## src/rtl/ldpc_pkg.sv

```systemverilog
// Shared constants, the default parity-check matrix and the FSM state encoding
// for the hard-decision bit-flipping LDPC decoder.
// H_DEFAULT holds the same rows as the H_FILE list, so the netlist needs no file I/O.
package ldpc_pkg;

   localparam int N        = 11;
   localparam int K        = 6;
   localparam int M        = N - K;
   localparam int MAX_ITER = 4;
   localparam string H_FILE = "../h1.list";

   localparam int ITER_W = $clog2(MAX_ITER + 1);
   localparam int CNT_W  = $clog2(M + 1);
   localparam int ROW_W  = (M > 1) ? $clog2(M) : 1;

   // Row r of H, MSB = codeword bit N-1. Info columns 10..5 have weight >= 2
   // and are pairwise distinct; parity columns 4..0 form the identity.
   localparam logic [M-1:0][N-1:0] H_DEFAULT = {
      11'b00011110000,   // row 4
      11'b01101001000,   // row 3
      11'b10010000100,   // row 2
      11'b10100000010,   // row 1
      11'b11000100001    // row 0
   };

   typedef enum logic [2:0] {
      IDLE,
      SYNDROME,
      CHECK,
      FLIP,
      DONE
   } state_t;

endpackage

```

## src/rtl/ldpc_unsat_counter.sv

```systemverilog
// Combinational unsatisfied-check counter: for each codeword bit counts the
// failing parity rows it participates in, finds the maximum count and marks
// every bit that reaches it as a flip candidate.
module ldpc_unsat_counter
   import ldpc_pkg::*;
(
   input  logic [M-1:0][N-1:0] h,
   input  logic [M-1:0]        s,
   output logic [CNT_W-1:0]    umax,
   output logic [N-1:0]        flip
);

   logic [N-1:0][CNT_W-1:0] u;

   // Per-bit popcount of failing rows, running max, then the equal-to-max mask.
   always_comb begin
      u    = '0;
      umax = '0;
      flip = '0;
      for (int j = 0; j < N; j++) begin
         for (int r = 0; r < M; r++) begin
            u[j] = u[j] + CNT_W'(h[r][j] & s[r]);
         end
         if (u[j] > umax) umax = u[j];
      end
      // A zero max would flip every bit; guard it even though a nonzero
      // syndrome with nonzero rows never produces it.
      for (int j = 0; j < N; j++) begin
         flip[j] = (u[j] == umax) && (umax != '0);
      end
   end

endmodule

```

## src/rtl/ldpc_bitflip_decoder.sv

```systemverilog
// Hard-decision bit-flipping LDPC decoder. Computes the syndrome one H row per
// cycle, flips the most-suspect bits, and repeats until the syndrome clears or
// MAX_ITER flips have been spent.
// Optional: define LDPC_SYNDROME_OUT_EN to expose the final syndrome on o_syndrome.
module ldpc_bitflip_decoder
   import ldpc_pkg::*;
#(
   parameter logic [M-1:0][N-1:0] H_ROWS = H_DEFAULT
) (
   input  logic              clk,
   input  logic              rst,
   input  logic              i_valid,
   output logic              o_ready,
   input  logic [N-1:0]      i_codeword,
   output logic              o_valid,
   output logic [K-1:0]      o_info_bits,
   output logic              o_success,
`ifdef LDPC_SYNDROME_OUT_EN
   output logic [M-1:0]      o_syndrome,
`endif
   output logic [ITER_W-1:0] o_iters
);

   state_t              state;
   logic [N-1:0]        cw;
   logic [M-1:0]        s;
   logic [ROW_W-1:0]    row;
   logic [ITER_W-1:0]   iter;
   logic                pass;
   logic [CNT_W-1:0]    umax;
   logic [N-1:0]        flip;

   ldpc_unsat_counter u_unsat (
      .h    (H_ROWS),
      .s    (s),
      .umax (umax),
      .flip (flip)
   );

   // Decode FSM with all outputs registered; o_valid is a one-cycle pulse.
   always_ff @(posedge clk) begin
      if (rst) begin
         state       <= IDLE;
         o_ready     <= 1'b1;
         o_valid     <= 1'b0;
         o_info_bits <= '0;
         o_success   <= 1'b0;
         o_iters     <= '0;
`ifdef LDPC_SYNDROME_OUT_EN
         o_syndrome  <= '0;
`endif
         cw          <= '0;
         s           <= '0;
         row         <= '0;
         iter        <= '0;
         pass        <= 1'b0;
      end else begin
         o_valid <= 1'b0;
         unique case (state)
            IDLE: begin
               // o_ready is high throughout IDLE, so i_valid alone is a transfer.
               if (i_valid) begin
                  cw      <= i_codeword;
                  s       <= '0;
                  row     <= '0;
                  iter    <= '0;
                  o_ready <= 1'b0;
                  state   <= SYNDROME;
               end
            end
            SYNDROME: begin
               s[row] <= ^(H_ROWS[row] & cw);
               if (row == ROW_W'(M - 1)) begin
                  state <= CHECK;
               end else begin
                  row <= row + 1'b1;
               end
            end
            CHECK: begin
               if (s == '0) begin
                  pass  <= 1'b1;
                  state <= DONE;
               end else if (iter == ITER_W'(MAX_ITER)) begin
                  pass  <= 1'b0;
                  state <= DONE;
               end else begin
                  state <= FLIP;
               end
            end
            FLIP: begin
               if (umax != '0) cw <= cw ^ flip;
               iter  <= iter + 1'b1;
               row   <= '0;
               state <= SYNDROME;
            end
            DONE: begin
               o_valid     <= 1'b1;
               o_info_bits <= cw[N-1:N-K];
               o_success   <= pass;
               o_iters     <= iter;
`ifdef LDPC_SYNDROME_OUT_EN
               o_syndrome  <= s;
`endif
               o_ready     <= 1'b1;
               state       <= IDLE;
            end
            default: state <= IDLE;
         endcase
      end
   end

endmodule

```

## config.mk

```make
export PLATFORM = sky130hd
export DESIGN_NAME = ldpc_bitflip_decoder
export DESIGN_NICKNAME = d
export VERILOG_FILES = /design/src/rtl/ldpc_pkg.sv /design/src/rtl/ldpc_unsat_counter.sv /design/src/rtl/ldpc_bitflip_decoder.sv
export SDC_FILE = /design/constraint.sdc
export NUM_CORES = 1
export LEC_CHECK = 0
export CORE_MARGIN = 5
export CORE_UTILIZATION = 61
export CTS_CLUSTER_DIAMETER = 30
export DETAILED_ROUTE_END_ITERATION = 12
export PLACE_DENSITY = 0.86
export SETUP_SLACK_MARGIN = 0.2
export SYNTH_ARGS = -nofsm -noshare
export SYNTH_HDL_FRONTEND = slang
export SYNTH_SLANG_ARGS = --single-unit
```

## constraint.sdc

```tcl
create_clock -name clk -period 17.5 [get_ports clk]
set_input_delay 1.75 -clock clk [delete_from_list [all_inputs] [get_ports clk]]
set_output_delay 1.75 -clock clk [all_outputs]
set_load 0.005 [all_outputs]
```

# Word-level counts from Yosys, hierarchy flattened
# Memory sizes are Yosys's and may differ from the RTL's. A register that Yosys moved wholly into a read port is not among the register bits.
# Cells that the tools add are included.
# totals
ff_bits	38
latch_bits	0
ramBits	0
mem_bits_ro	88
output_inout_bits	12
n_memories	1
# memory_table
name	depth	width	rd	rd_ports_with_merged_regs	write_ports	line	text
(no name shown)	8	11	1	1	0	ldpc_bitflip_decoder.sv:72	s[row] <= ^(H_ROWS[row] & cw);
# classes
addsub	9
multipliers	0
n_div	0
magnitude_cmp	13
eq_ne	21
shift	0
mux	36
n_bitwise	2
reduce_logical	28
# op_table
cell	n
$mux W3	14
$mux W11	3
$pmux W11 S2	1
$eq A3 B3 Y1	6
$eq A1 B3 Y1	5
$gt A3 B3 Y1	5
$add A1 B1 Y2	6
$logic_and A1 B1 Y1	12
$pmux W3 S4	1
$and A11 B11 Y11	1
$reduce_xor A11 Y1	1
$xor A11 B11 Y11	1
$mux W1	10
$pmux W5 S2	1
$reduce_and A2 Y1	5
$eq A3 B3 Y1 const B	3
$pmux W3 S3	1
$ne A2 B2 Y1 const B	4
$reduce_bool A2 Y1	4
$add A3 B1 Y3 const B	2
$eq A3 B2 Y1 const B	2
$pmux W3 S2	1
$reduce_and A3 Y1	2
$reduce_bool A3 Y1	2
13 further kinds	16

# Depth between registers and ports, before layout
# Gate-level depths: netlist of run 1.
# depth
depth_word	27
mapped_depth	33

# Hierarchy
# A second synthesis of run 1 with hierarchy kept.
# unflattened
hier_cells	684
hier_area_um2	5494.0
# modules_own_cells
module	instances	cells_per_inst	area_per_inst_um2
ldpc_unsat_counter	1	422	3193.1
ldpc_bitflip_decoder	1	262	2301.0

# Worst setup path after synthesis of run 1
# OpenSTA, ideal clock, no wires.
# synth_timing
kind	register to register
start	register s[0]
end	register cw[9]
setup_time_ns	0.077
t_arrival_ns	6.264
t_required_ns	17.423
path_slack_ns	11.159
stages_incl_launch_ff	32
n_path_buf	0
period_less_slack_ns	6.341
cell_sequence	dfxtp_1 > inv_1 > ha_1 > or4b_4 > mux2i_4 > inv_1 > ha_1 > nand2_1 > o211ai_1 > o21ai_0 > ha_1 > inv_1 > o22ai_1 > o211ai_2 > and2_1 > ha_1 > nand2b_1 > and2_1 > o31ai_1 > nor2_1 > ha_1 > nand2b_1 > o21ai_0 > mux2_2 > ha_1 > nor3b_1 > o21ai_0 > a211oi_1 > o211a_1 > nand3_1 > a311o_1 > a41oi_2
# synth_via
elab_chain_len	27
word_cells_on_any_way	34
cone_classes	add/sub: 4; order compare: 11; eq/ne: 2; mux: 13; bitwise: 1; reduce/logical: 3
# synth_lines
item	line	text
from (decl)	ldpc_bitflip_decoder.sv:26	logic [M-1:0] s;
from (signal, indexed assignment)	ldpc_bitflip_decoder.sv:72	
$gt A1 B1 Y1	ldpc_unsat_counter.sv:24	if (u[j] > umax) umax = u[j];
$mux W1	ldpc_unsat_counter.sv:24	
$gt A1 B1 Y1	ldpc_unsat_counter.sv:24	
$mux W1	ldpc_unsat_counter.sv:24	
$gt A1 B1 Y1	ldpc_unsat_counter.sv:24	
$mux W1	ldpc_unsat_counter.sv:24	
$gt A1 B1 Y1	ldpc_unsat_counter.sv:24	
$mux W1	ldpc_unsat_counter.sv:24	
(+11 left out)	-	
$mux W3	ldpc_unsat_counter.sv:24	
$gt A3 B3 Y1	ldpc_unsat_counter.sv:24	
$mux W3	ldpc_unsat_counter.sv:24	
$eq A3 B3 Y1 / $reduce_bool A3 Y1 (equally long branches)	ldpc_unsat_counter.sv:29, ldpc_bitflip_decoder.sv:91	
$logic_and A1 B1 Y1	ldpc_unsat_counter.sv:29	flip[j] = (u[j] == umax) && (umax != '0);
$xor A11 B11 Y11	ldpc_bitflip_decoder.sv:91	if (umax != '0) cw <= cw ^ flip;
$mux W11	ldpc_bitflip_decoder.sv:91	
$pmux W11 S2	ldpc_bitflip_decoder.sv:59	unique case (state)
to (signal assigned)	ldpc_bitflip_decoder.sv:63	cw <= i_codeword;
to (signal assigned)	ldpc_bitflip_decoder.sv:91	
to (decl)	ldpc_bitflip_decoder.sv:25	logic [N-1:0] cw;
# Parallel ways exist; a longest one is shown, timed or not. The select of a mux whose other input is x is not followed.
# A chain may end at the register's enable or synchronous reset.

# Worst setup path after layout of run 1
# layout_timing
start	register s[0]
end	register cw[5]
# The elaborated chain is that of the path after synthesis.

==> results of run 1 <==
[worst reg2reg max path, delay by kind of cell, from the launching register on]
family	cells	cell delay [ns]
compound gates	12	3.14
fa+ha+maj	6	1.29
buf+inv	3	0.21
flops	1	0.41
mux	2	0.58
simple gates	8	2.01
[layout by cell type, fill, tap and decap left out, types with 11 or more instances in the layout]
| cell type | netlist | routed |
|---|---|---|
| a22o_1 | 11 | 11 |
| nand2_1 | 34 | 34 |
| xnor2_1 | 12 | 12 |
| a21oi_1 | 15 | 15 |
| nor2_1 | 37 | 37 |
| ha_1 | 30 | 30 |
| inv_1 | 24 | 24 |
| o211ai_1 | 14 | 14 |
| dfxtp_1 | 49 | 49 |
| nand3_1 | 14 | 14 |
| clkdlybuf4s50_1 | 0 | 25 |
[cells by family after synthesis]
family / after synthesis
compound gates: 93
xor+xnor: 17
fa+ha+maj: 32
buf+inv: 41
flops: 49
mux: 3
simple gates: 143
[cell usage after synthesis, types with 2 or more instances]
master     n
a211oi_1   5
a21oi_1   15
a22o_1    11
a22oi_1    2
a31oi_1    6
and2_1     3
and3_1     7
and4_1     5
buf_1      2
buf_6      3
clkbuf_1  11
dfxtp_1   49
fa_1       2
ha_1      30
inv_1     24
mux2_2     2
nand2_1   34
nand2b_1   4
nand3_1   14
nand3b_1   2
nand4_1    5
nor2_1    37
nor2b_1    7
nor3_1     3
nor3b_1    3
o211a_1    3
o211ai_1  14
o21a_1     9
o21ai_0    9
o221a_1    2
o221a_2    2
o22a_1     2
o31ai_1    2
or2_2      5
or3_1      3
or4_1      5
xnor2_1   12
xor2_1     5
[power groups by stage]
stage	clock, mW	combinational (mW)	sequential [mW]
after floorplan	0	0.0798	0.122
after global placement	0	0.0891	0.124
after detailed placement	0	0.0933	0.124
after CTS	0.0802	0.0939	0.122
after global routing	0.0843	0.105	0.123
final	0.0796	0.0956	0.122
[stage by stage]
step	hold WS [ns]	cell area [µm²]
5_1_grt	0.489	3580
2_1_floorplan	0.439	3210
3_3_place_gp	0.441	3470
3_5_place_dp	0.441	3470
4_1_cts	0.455	3580
6_report	0.454	3580
[worst paths after layout]
path                        start              endpoint  slack [ns]  depth (start not counted)
min          o_ready$_SDFFE_PP1P_  o_ready$_SDFFE_PP1P_        0.45                          2
max             s[0]$_SDFFE_PP0P_    cw[5]$_SDFFE_PP0P_        9.78                         31
min reg2reg  o_ready$_SDFFE_PP1P_  o_ready$_SDFFE_PP1P_        0.45                          2
max reg2reg     s[0]$_SDFFE_PP0P_    cw[5]$_SDFFE_PP0P_        9.78                         31
[area by class of cell]
cell class	count	area, µm²	area share, %
multi-input cells	288	2050	57.4
flip-flops and latches	49	981	27.4
repair buffers	26	258	7.20
inverters	24	90.1	2.52
well taps	70	87.6	2.45
clock buffers	5	68.8	1.92
clock inverters	2	38.8	1.08
[routing by layer]
| layer | share of wire, % | GRT usage (%) | up-vias |
|---|---|---|---|
| met5 | 0 | 0 | - |
| met4 | 2.1 | 8.66 | 0 |
| met3 | 4.9 | 4.66 | 18 |
| met2 | 49 | 39.9 | 93 |
| met1 | 44 | 29.5 | 1358 |
| li1 | - | - | 1398 |
==> impl_metrics.py, run 1 <==
metrics = {
    "run_status": {
        "status": "finished, final reports clean",
    },
    "timing": {
        "worstMarginPinSlew_ns": 0.931,
        "worst_clock_skew_ns": 0.0119,
        "setup_ws_ns": 9.78,
        "drv_slew": 0,
        "max_freq_mhz": 130,
        "rsz0062_at_grt": "false",
        "fin_crit_sh_pct": 44.1,
        "slew_headroom_pct": 37.9,
        "setup_viol": 0,
        "fin_setup_tns_ns": 0,
        "period_needed_ns": 7.72,
        "finalHoldViolations": 0,
    },
    "yosys": {
        "synth_top_cell_by_area": "dfxtp_1",
        "synth-edff-count": 0,
        "synth_cell_types": 57,
        "ys_ff_latch": 49,
        "ys_warn_count": 0,
        "synth_area_um2": 3210,
        "syn_nets": 424,
        "synthSimpleGateAreaFrac_pct": 23.0,
        "synth_top_area_share_pct": 30.5,
        "synth_top_family_by_area": "simple AND/OR/NAND/NOR gates",
        "avgSynthCellArea_um2": 8.50,
        "synth_compound_area_share_pct": 22.0,
        "synthMuxAreaShare_pct": 1.40,
        "synth_fa_ha_area_share_pct": 12.9,
        "synth_async_sr_flop_share_pct": 0,
        "synthFlopType": "dfxtp_1",
        "ys_top_cells_by_area": "dfxtp_1, ha_1, nor2_1, nand2_1, o211ai_1",
        "synth-xor-area-share_pct": 4.63,
        "synth_cells": 378,
        "synth-seq-area-share_pct": 30.5,
    },
    "placement": {
        "dp.cells": 457,
        "portBuffers": 25,
        "dp.final_hpwl_mm": 5.77,
        "dp_slack_ns": 9.96,
        "place.gp.congestion": 0.939,
    },
    "grt": {
        "grt_max_degree": 30,
        "grt_pass1_vias": 2750,
        "grt_pass1_wl_mm": 12.6,
        "grt-ovfl-total": 0,
        "antenna_found_initial": 0,
        "grtUsageTotal_pct": 23.6,
    },
    "routing": {
        "initialDrtViolationCount": 190,
        "drt_wl_total_mm": 7.56,
        "ant_nets": 0,
        "vias_per_cell": 6.18,
        "drc_errors": 0,
        "wl_per_cell_um": 16.3,
        "dr.pass1.iters": 5,
        "vias": 2867,
    },
    "clock_tree": {
        "hold_buffers": 0,
        "htree_levels": 2,
        "cts_tree": "built",
        "clk_latency_ns": 0.30,
        "root_buffer": "clkbuf_8",
        "clk_path_buf_depth": 2,
        "cts_setup_buffers": 0,
        "clk_pin_slew_ns": 0.10,
        "cts_buffers": 5,
        "cts_sinks": 49,
        "cts_resized": 0,
    },
    "final_layout": {
        "fin_cells": 464,
        "insertedDiodeCount": 0,
        "drive_gt1_share_pct": 5.84,
        "final_util_pct": 70.1,
        "nets": 440,
        "fillers": 419,
        "areaGrowthSynthToFinish_pct": 11.4,
    },
    "worst_setup_path": {
        "crit_top_cell": "ha_1",
        "cp-start-kind": "flip-flop",
        "cp.required_ns": 17.72,
        "crit_arrival_ns": 7.94,
        "cp_top_family": "compound AO/OA/AOI/OAI gates",
        "cp_slowest_cell": "a32o_1",
        "crit_fanout": 18,
        "endpoint_kind": "flip-flop",
        "crit_type": "reg2reg",
        "cpPeakStageDelay_ns": 0.65,
        "path_buf_inv": 3,
    },
    "power_and_ir_drop": {
        "power.internal_uw": 196,
        "p_total_uw": 297,
        "p_leak_nw": 1.38,
        "switching_power_uw": 101,
        "p_per_area_nw_per_um2": 83.1,
        "power_frac_seq_pct": 41.0,
        "combPwrFrac_pct": 32.2,
        "p_sw_share_pct": 34.0,
        "clkPwrFrac_pct": 26.8,
        "ir_drop_v": 0.0000581,
    },
    "die": {
        "initial_core_util_pct": 62.9,
        "dieWidth_um": 82.6,
        "ios": 26,
        "die_area_um2": 6820,
        "rows": 26,
        "core-area_um2": 5110,
        "fp.dieH_um": 82.6,
    },
    "worst_hold_path": {
        "holdCritPathClass": "reg2reg",
    },
    "flow_run": {
        "drv_cap": 0,
    },
}
Note: power is estimated with default switching activity, not from simulation.
==> run 2, diff against run 1 <==
--- a/config.mk
+++ b/config.mk
@@ -6,10 +6,10 @@
 export NUM_CORES = 1
 export LEC_CHECK = 0
 export CORE_MARGIN = 5
-export CORE_UTILIZATION = 61
+export CORE_UTILIZATION = 53
 export CTS_CLUSTER_DIAMETER = 30
 export DETAILED_ROUTE_END_ITERATION = 12
-export PLACE_DENSITY = 0.86
+export PLACE_DENSITY = 0.8
 export SETUP_SLACK_MARGIN = 0.2
 export SYNTH_ARGS = -nofsm -noshare
 export SYNTH_HDL_FRONTEND = slang
==> constraint.sdc (replaced) <==
create_clock -name clk -period 7.1 [get_ports clk]
set_input_delay 0.71 -clock clk [delete_from_list [all_inputs] [get_ports clk]]
set_output_delay 0.71 -clock clk [all_outputs]
set_load 0.005 [all_outputs]
==> run 2 against run 1 <==
Hold slack lost 0.0050 ns. Fmax grew 18%. Utilization shrank 7.3 points. First-iteration DRC count shrank 25%. Power grew to 2.5 times the previous value. Wire length grew 3.7%. Cell count grew 4.3%. Clock power grew 110%.
==> impl_metrics.py, run 2 (synthesis results as in run 1) <==
metrics = {
    "run_status": {
        "status": "finished, final reports clean",
    },
    "grt": {
        "antenna_found_initial": 0,
        "grt_max_degree": 30,
        "grt-ovfl-total": 0,
        "grt_pass1_vias": 2847,
        "grt_pass1_wl_mm": 13.0,
        "grtUsageTotal_pct": 21.1,
    },
    "power_and_ir_drop": {
        "ir_drop_v": 0.000180,
        "p_per_area_nw_per_um2": 204,
        "p_leak_nw": 1.47,
    },
    "final_layout": {
        "areaGrowthSynthToFinish_pct": 15.7,
        "insertedDiodeCount": 0,
        "layout_common_cells": "dfxtp_1, nor2_1, nand2_1",
        "drive_gt1_share_pct": 11.0,
        "nets": 454,
        "layout_commonest_cell": "dfxtp_1",
    },
    "timing": {
        "setup_ws_ns": 0.567,
        "worst_clock_skew_ns": 0.00602,
        "finalHoldViolations": 0,
        "fin_setup_tns_ns": 0,
        "rsz0062_at_grt": "false",
        "fin_crit_sh_pct": 92.0,
        "slew_headroom_pct": 37.7,
        "period_needed_ns": 6.53,
        "max_freq_mhz": 153,
        "worstMarginPinSlew_ns": 0.935,
        "drv_slew": 0,
        "setup_viol": 0,
    },
    "worst_setup_path": {
        "crit_fanout": 8,
        "crit_type": "reg2reg",
        "cp_top_family": "simple AND/OR/NAND/NOR gates",
        "path_buf_inv": 5,
        "endpoint_kind": "flip-flop",
        "cp.required_ns": 7.29,
        "crit_top_cell": "ha_1",
        "rrSetupSlack_ns": 0.57,
        "cpPeakStageDelay_ns": 0.48,
        "cp-start-kind": "flip-flop",
        "crit_arrival_ns": 6.72,
        "cp_slowest_cell": "or4b_4",
    },
    "routing": {
        "vias": 2869,
        "drt_wl_total_mm": 7.84,
        "ant_nets": 0,
        "vias_per_cell": 5.93,
        "wl_per_cell_um": 16.2,
        "drc_errors": 0,
        "initialDrtViolationCount": 143,
        "dr.pass1.iters": 4,
    },
    "clock_tree": {
        "htree_levels": 2,
        "cts_sinks": 49,
        "clk_path_buf_depth": 2,
        "cts_tree": "built",
        "clk_latency_ns": 0.30,
        "root_buffer": "clkbuf_8",
        "hold_buffers": 0,
        "cts_buffers": 5,
        "clk_pin_slew_ns": 0.09,
    },
    "die": {
        "initial_core_util_pct": 54.3,
        "die_area_um2": 7720,
        "rows": 28,
        "core-area_um2": 5920,
        "fp.dieH_um": 87.9,
        "ios": 26,
        "dieWidth_um": 87.9,
    },
    "flow_run": {
        "drv_cap": 0,
    },
    "worst_hold_path": {
        "holdCritPathClass": "reg2reg",
    },
    "placement": {
        "dp.final_hpwl_mm": 5.91,
        "portBuffers": 25,
        "place.gp.congestion": 0.913,
        "dp_slack_ns": 0.145,
    },
}
## run 2: repair_timing
action / in CTS / in global routing
endpoints found under the setup margin: 9 / 11
gates resized for setup: 1 / 10
buffers inserted: 0 / 4
gates cloned: 0 / 1
pin swaps: 0 / 2
## run 2: cell type report
class                           instances  area, µm²
Clock buffer                            6       82.6
Clock inverter                          2       13.8
Fill cell                             485       2200
Inverter                               24       90.1
Multi-Input combinational cell        289       2100
Sequential cell                        49        982
Tap cell                               75       93.8
Timing Repair Buffer                   39        355
## run 2: path summary, 6_finish.rpt
path / start / to / cells after the start
worst max-delay path: s[1]$_SDFFE_PP0P_ / cw[2]$_SDFFE_PP0P_ / 33
worst min-delay path: o_ready$_SDFFE_PP1P_ / o_ready$_SDFFE_PP1P_ / 2
worst max register to register: s[1]$_SDFFE_PP0P_ / cw[2]$_SDFFE_PP0P_ / 33
worst min register to register: o_ready$_SDFFE_PP1P_ / o_ready$_SDFFE_PP1P_ / 2
## run 2: tightest hold or removal path, delay by kind of cell, from the launching register on
kind	cells	cell delay [ns]
AND/OR/NAND/NOR	2	0.09
flip-flops	1	0.32
## run 2: stage by stage
stage / hold WS [ns] / util [%] / total power, mW / cells / area (µm²)
after floorplan: 0.439 / - / 0.498 / 378 / 3210
after global placement: 0.434 / 59.9 / 0.546 / 471 / 3540
after detailed placement: 0.435 / 59.9 / 0.554 / 471 / 3540
after CTS: 0.450 / 61.6 / 0.725 / 479 / 3650
after global routing: 0.464 / 62.8 / 0.802 / 484 / 3720
final: 0.449 / 62.8 / 0.757 / 484 / 3720
## run 2: layer usage
| layer | GRT usage, % | vias to the layer above | share of wire, % |
|---|---|---|---|
| met4 | 8.51 | 0 | 2.0 |
| met3 | 3.95 | 14 | 4.1 |
| li1 | - | 1430 | - |
| met5 | 0 | - | 0 |
| met1 | 26.9 | 1358 | 46 |
| met2 | 35.1 | 67 | 48 |
## run 2: report_power, final
part	internal, mW	total [mW]	switching, mW
Sequential	0.287	0.300	0.0126
Clock	0.0790	0.170	0.0908
Combinational	0.129	0.287	0.158
==> run 3, diff against run 2 <==
--- a/config.mk
+++ b/config.mk
@@ -5,12 +5,14 @@
 export SDC_FILE = /design/constraint.sdc
 export NUM_CORES = 1
 export LEC_CHECK = 0
+export CORE_ASPECT_RATIO = 1.25
 export CORE_MARGIN = 5
 export CORE_UTILIZATION = 53
 export CTS_CLUSTER_DIAMETER = 30
+export CTS_CLUSTER_SIZE = 20
 export DETAILED_ROUTE_END_ITERATION = 12
 export PLACE_DENSITY = 0.8
-export SETUP_SLACK_MARGIN = 0.2
+export SETUP_SLACK_MARGIN = 0.5
 export SYNTH_ARGS = -nofsm -noshare
 export SYNTH_HDL_FRONTEND = slang
 export SYNTH_SLANG_ARGS = --single-unit
==> run 3 against run 2 <==
Combinational power up 37%. First-iteration DRC count rose by 49%. Via count is 4.4% higher. Largest power group is now combinational cells. Hold slack improved by 0.0088 ns. Cell area grew 7.5%. Power is 19% higher. Utilization grew 5.4 points. Fmax grew 0.41%. Sequential power is essentially flat. Non-clock buffer count is 16 higher. Clock power up 23%. Largest cell class unchanged. Clock skew is essentially flat.
==> impl_metrics.py, run 3 (synthesis results as in run 1) <==
metrics = {
    "routing": {
        "dr.pass1.iters": 4,
        "vias": 2995,
        "drt_wl_total_mm": 8.41,
        "ant_nets": 0,
        "drc_errors": 0,
        "vias_per_cell": 5.91,
        "initialDrtViolationCount": 213,
        "wl_per_cell_um": 16.6,
    },
    "die": {
        "core-area_um2": 5860,
        "initial_core_util_pct": 54.9,
        "rows": 31,
        "die_area_um2": 7730,
        "dieWidth_um": 79.6,
        "ios": 26,
        "fp.dieH_um": 97.1,
    },
    "final_layout": {
        "layout_commonest_cell": "dfxtp_1",
        "final_util_pct": 68.2,
        "drive_gt1_share_pct": 18.6,
        "areaGrowthSynthToFinish_pct": 24.4,
        "layout_common_cells": "dfxtp_1, nor2_1, nand2_1",
        "multiInputGateArea_um2": 2200,
        "nets": 470,
        "fillers": 466,
        "regArea_um2": 985,
        "insertedDiodeCount": 0,
    },
    "timing": {
        "period_needed_ns": 6.51,
        "fin_crit_sh_pct": 91.6,
        "worst_clock_skew_ns": 0.00555,
        "max_freq_mhz": 154,
        "worstMarginPinSlew_ns": 0.940,
        "slew_headroom_pct": 37.1,
        "finalHoldViolations": 0,
        "rsz0062_at_grt": "false",
        "drv_slew": 0,
        "setup_viol": 0,
        "fin_setup_tns_ns": 0,
    },
    "worst_setup_path": {
        "r2r_end": "cw[8]$_SDFFE_PP0P_",
        "crit_path_start": "s[1]$_SDFFE_PP0P_",
        "crit_type": "reg2reg",
        "endpoint_kind": "flip-flop",
        "r2r_start": "s[1]$_SDFFE_PP0P_",
        "cpPeakStageDelay_ns": 0.54,
        "reg2regPathDepth": 33,
        "crit_fanout": 7,
        "crit_arrival_ns": 6.75,
        "cp_slowest_cell": "or4_1",
        "rrSetupSlack_ns": 0.59,
        "cp.required_ns": 7.34,
        "cp-start-kind": "flip-flop",
    },
    "clock_tree": {
        "cts_buffers": 5,
        "clk_latency_ns": 0.31,
        "root_buffer": "clkbuf_8",
        "clk_path_buf_depth": 2,
        "cts_tree": "built",
        "htree_levels": 2,
        "clk_pin_slew_ns": 0.09,
        "cts_sinks": 49,
    },
    "worst_hold_path": {
        "holdCritPathClass": "reg2reg",
        "whs_endpoint": "o_ready$_SDFFE_PP1P_",
        "hold_path_depth": 2,
        "hold_path_startpoint": "o_ready$_SDFFE_PP1P_",
    },
    "grt": {
        "antenna_found_initial": 0,
        "grt_pass1_wl_mm": 13.4,
        "grtUsageTotal_pct": 21.6,
        "grt-ovfl-total": 0,
        "use_met1_pct": 26.7,
        "grt_max_degree": 30,
        "met2_usage_pct": 36.4,
        "grt_pass1_vias": 2821,
        "grt_util_met3_pct": 3.43,
        "top_usage_layer": "met2",
    },
    "run_status": {
        "status": "finished, final reports clean",
    },
    "power_and_ir_drop": {
        "p_per_area_nw_per_um2": 226,
        "ir_drop_v": 0.000166,
        "p_leak_nw": 1.59,
    },
    "flow_run": {
        "drv_cap": 0,
    },
    "placement": {
        "dp.final_hpwl_mm": 6.01,
        "portBuffers": 25,
        "place.gp.congestion": 0.923,
    },
}
==> run 3: timing repair <==
item,4_1_cts,5_1_grt
gates resized for setup,5,38
hold buffers,0,0
endpoints found under the setup margin,11,11
pin swaps,2,19
gates cloned,1,0
setup buffers,1,19
==> run 3: report_power, final <==
| part | switching (mW) | leakage, nW | internal (mW) | total, mW |
|---|---|---|---|---|
| Combinational | 0.194 | 1.13 | 0.199 | 0.392 |
| Sequential | 0.0124 | 0.399 | 0.287 | 0.299 |
| Clock | 0.0949 | 0.0574 | 0.115 | 0.209 |
==> run 3: how the worst max path moves through the flow <==
stage	to	cells past startpoint	slack, ns
final	cw[8]$_SDFFE_PP0P_	33	0.59
after global routing	cw[8]$_SDFFE_PP0P_	33	0.36
after CTS	cw[2]$_SDFFE_PP0P_	32	0.52
after detailed placement	cw[3]$_SDFFE_PP0P_	32	0.16
after global placement	cw[2]$_SDFFE_PP0P_	33	0.48
after floorplan	cw[9]$_SDFFE_PP0P_	31	0.76
==> run 3: worst max-delay path: cells and delay by family (launching register included) <==
kind                     cells  cell delay (ns)
buffers and inverters        5             0.49
adder cells (fa/ha/maj)      6             1.52
AND/OR/NAND/NOR             11             2.13
flip-flops                   1             0.38
AO/OA/AOI/OAI                9             1.39
multiplexers                 2             0.52
==> run 3: layout make-up <==
type / count / share of cell area (%)
clock inverter: 2 / 0.939
tap: 82 / 2.57
inverter: 24 / 2.25
multi-input combinational: 289 / 55.1
timing repair buffer: 55 / 12.5
clock buffer: 6 / 2.07
sequential: 49 / 24.6
==> run 3: routing by layer <==
metal,wire (µm),vias to the layer above
li1,-,1462
met2,4230,90
met5,0,-
met1,3540,1420
met4,278,0
met3,357,23
==> run 3: stage by stage <==
stage	worst slack (ns)	power, mW	cells	instance area [µm²]	hold WS, ns
6_report	0.593	0.901	507	4000	0.457
3_5_place_dp	0.158	0.559	478	3550	0.441
3_3_place_gp	0.476	0.551	478	3550	0.441
4_1_cts	0.516	0.776	488	3710	0.456
5_1_grt	0.356	0.948	507	4000	0.489
2_1_floorplan	0.759	0.498	378	3210	0.439
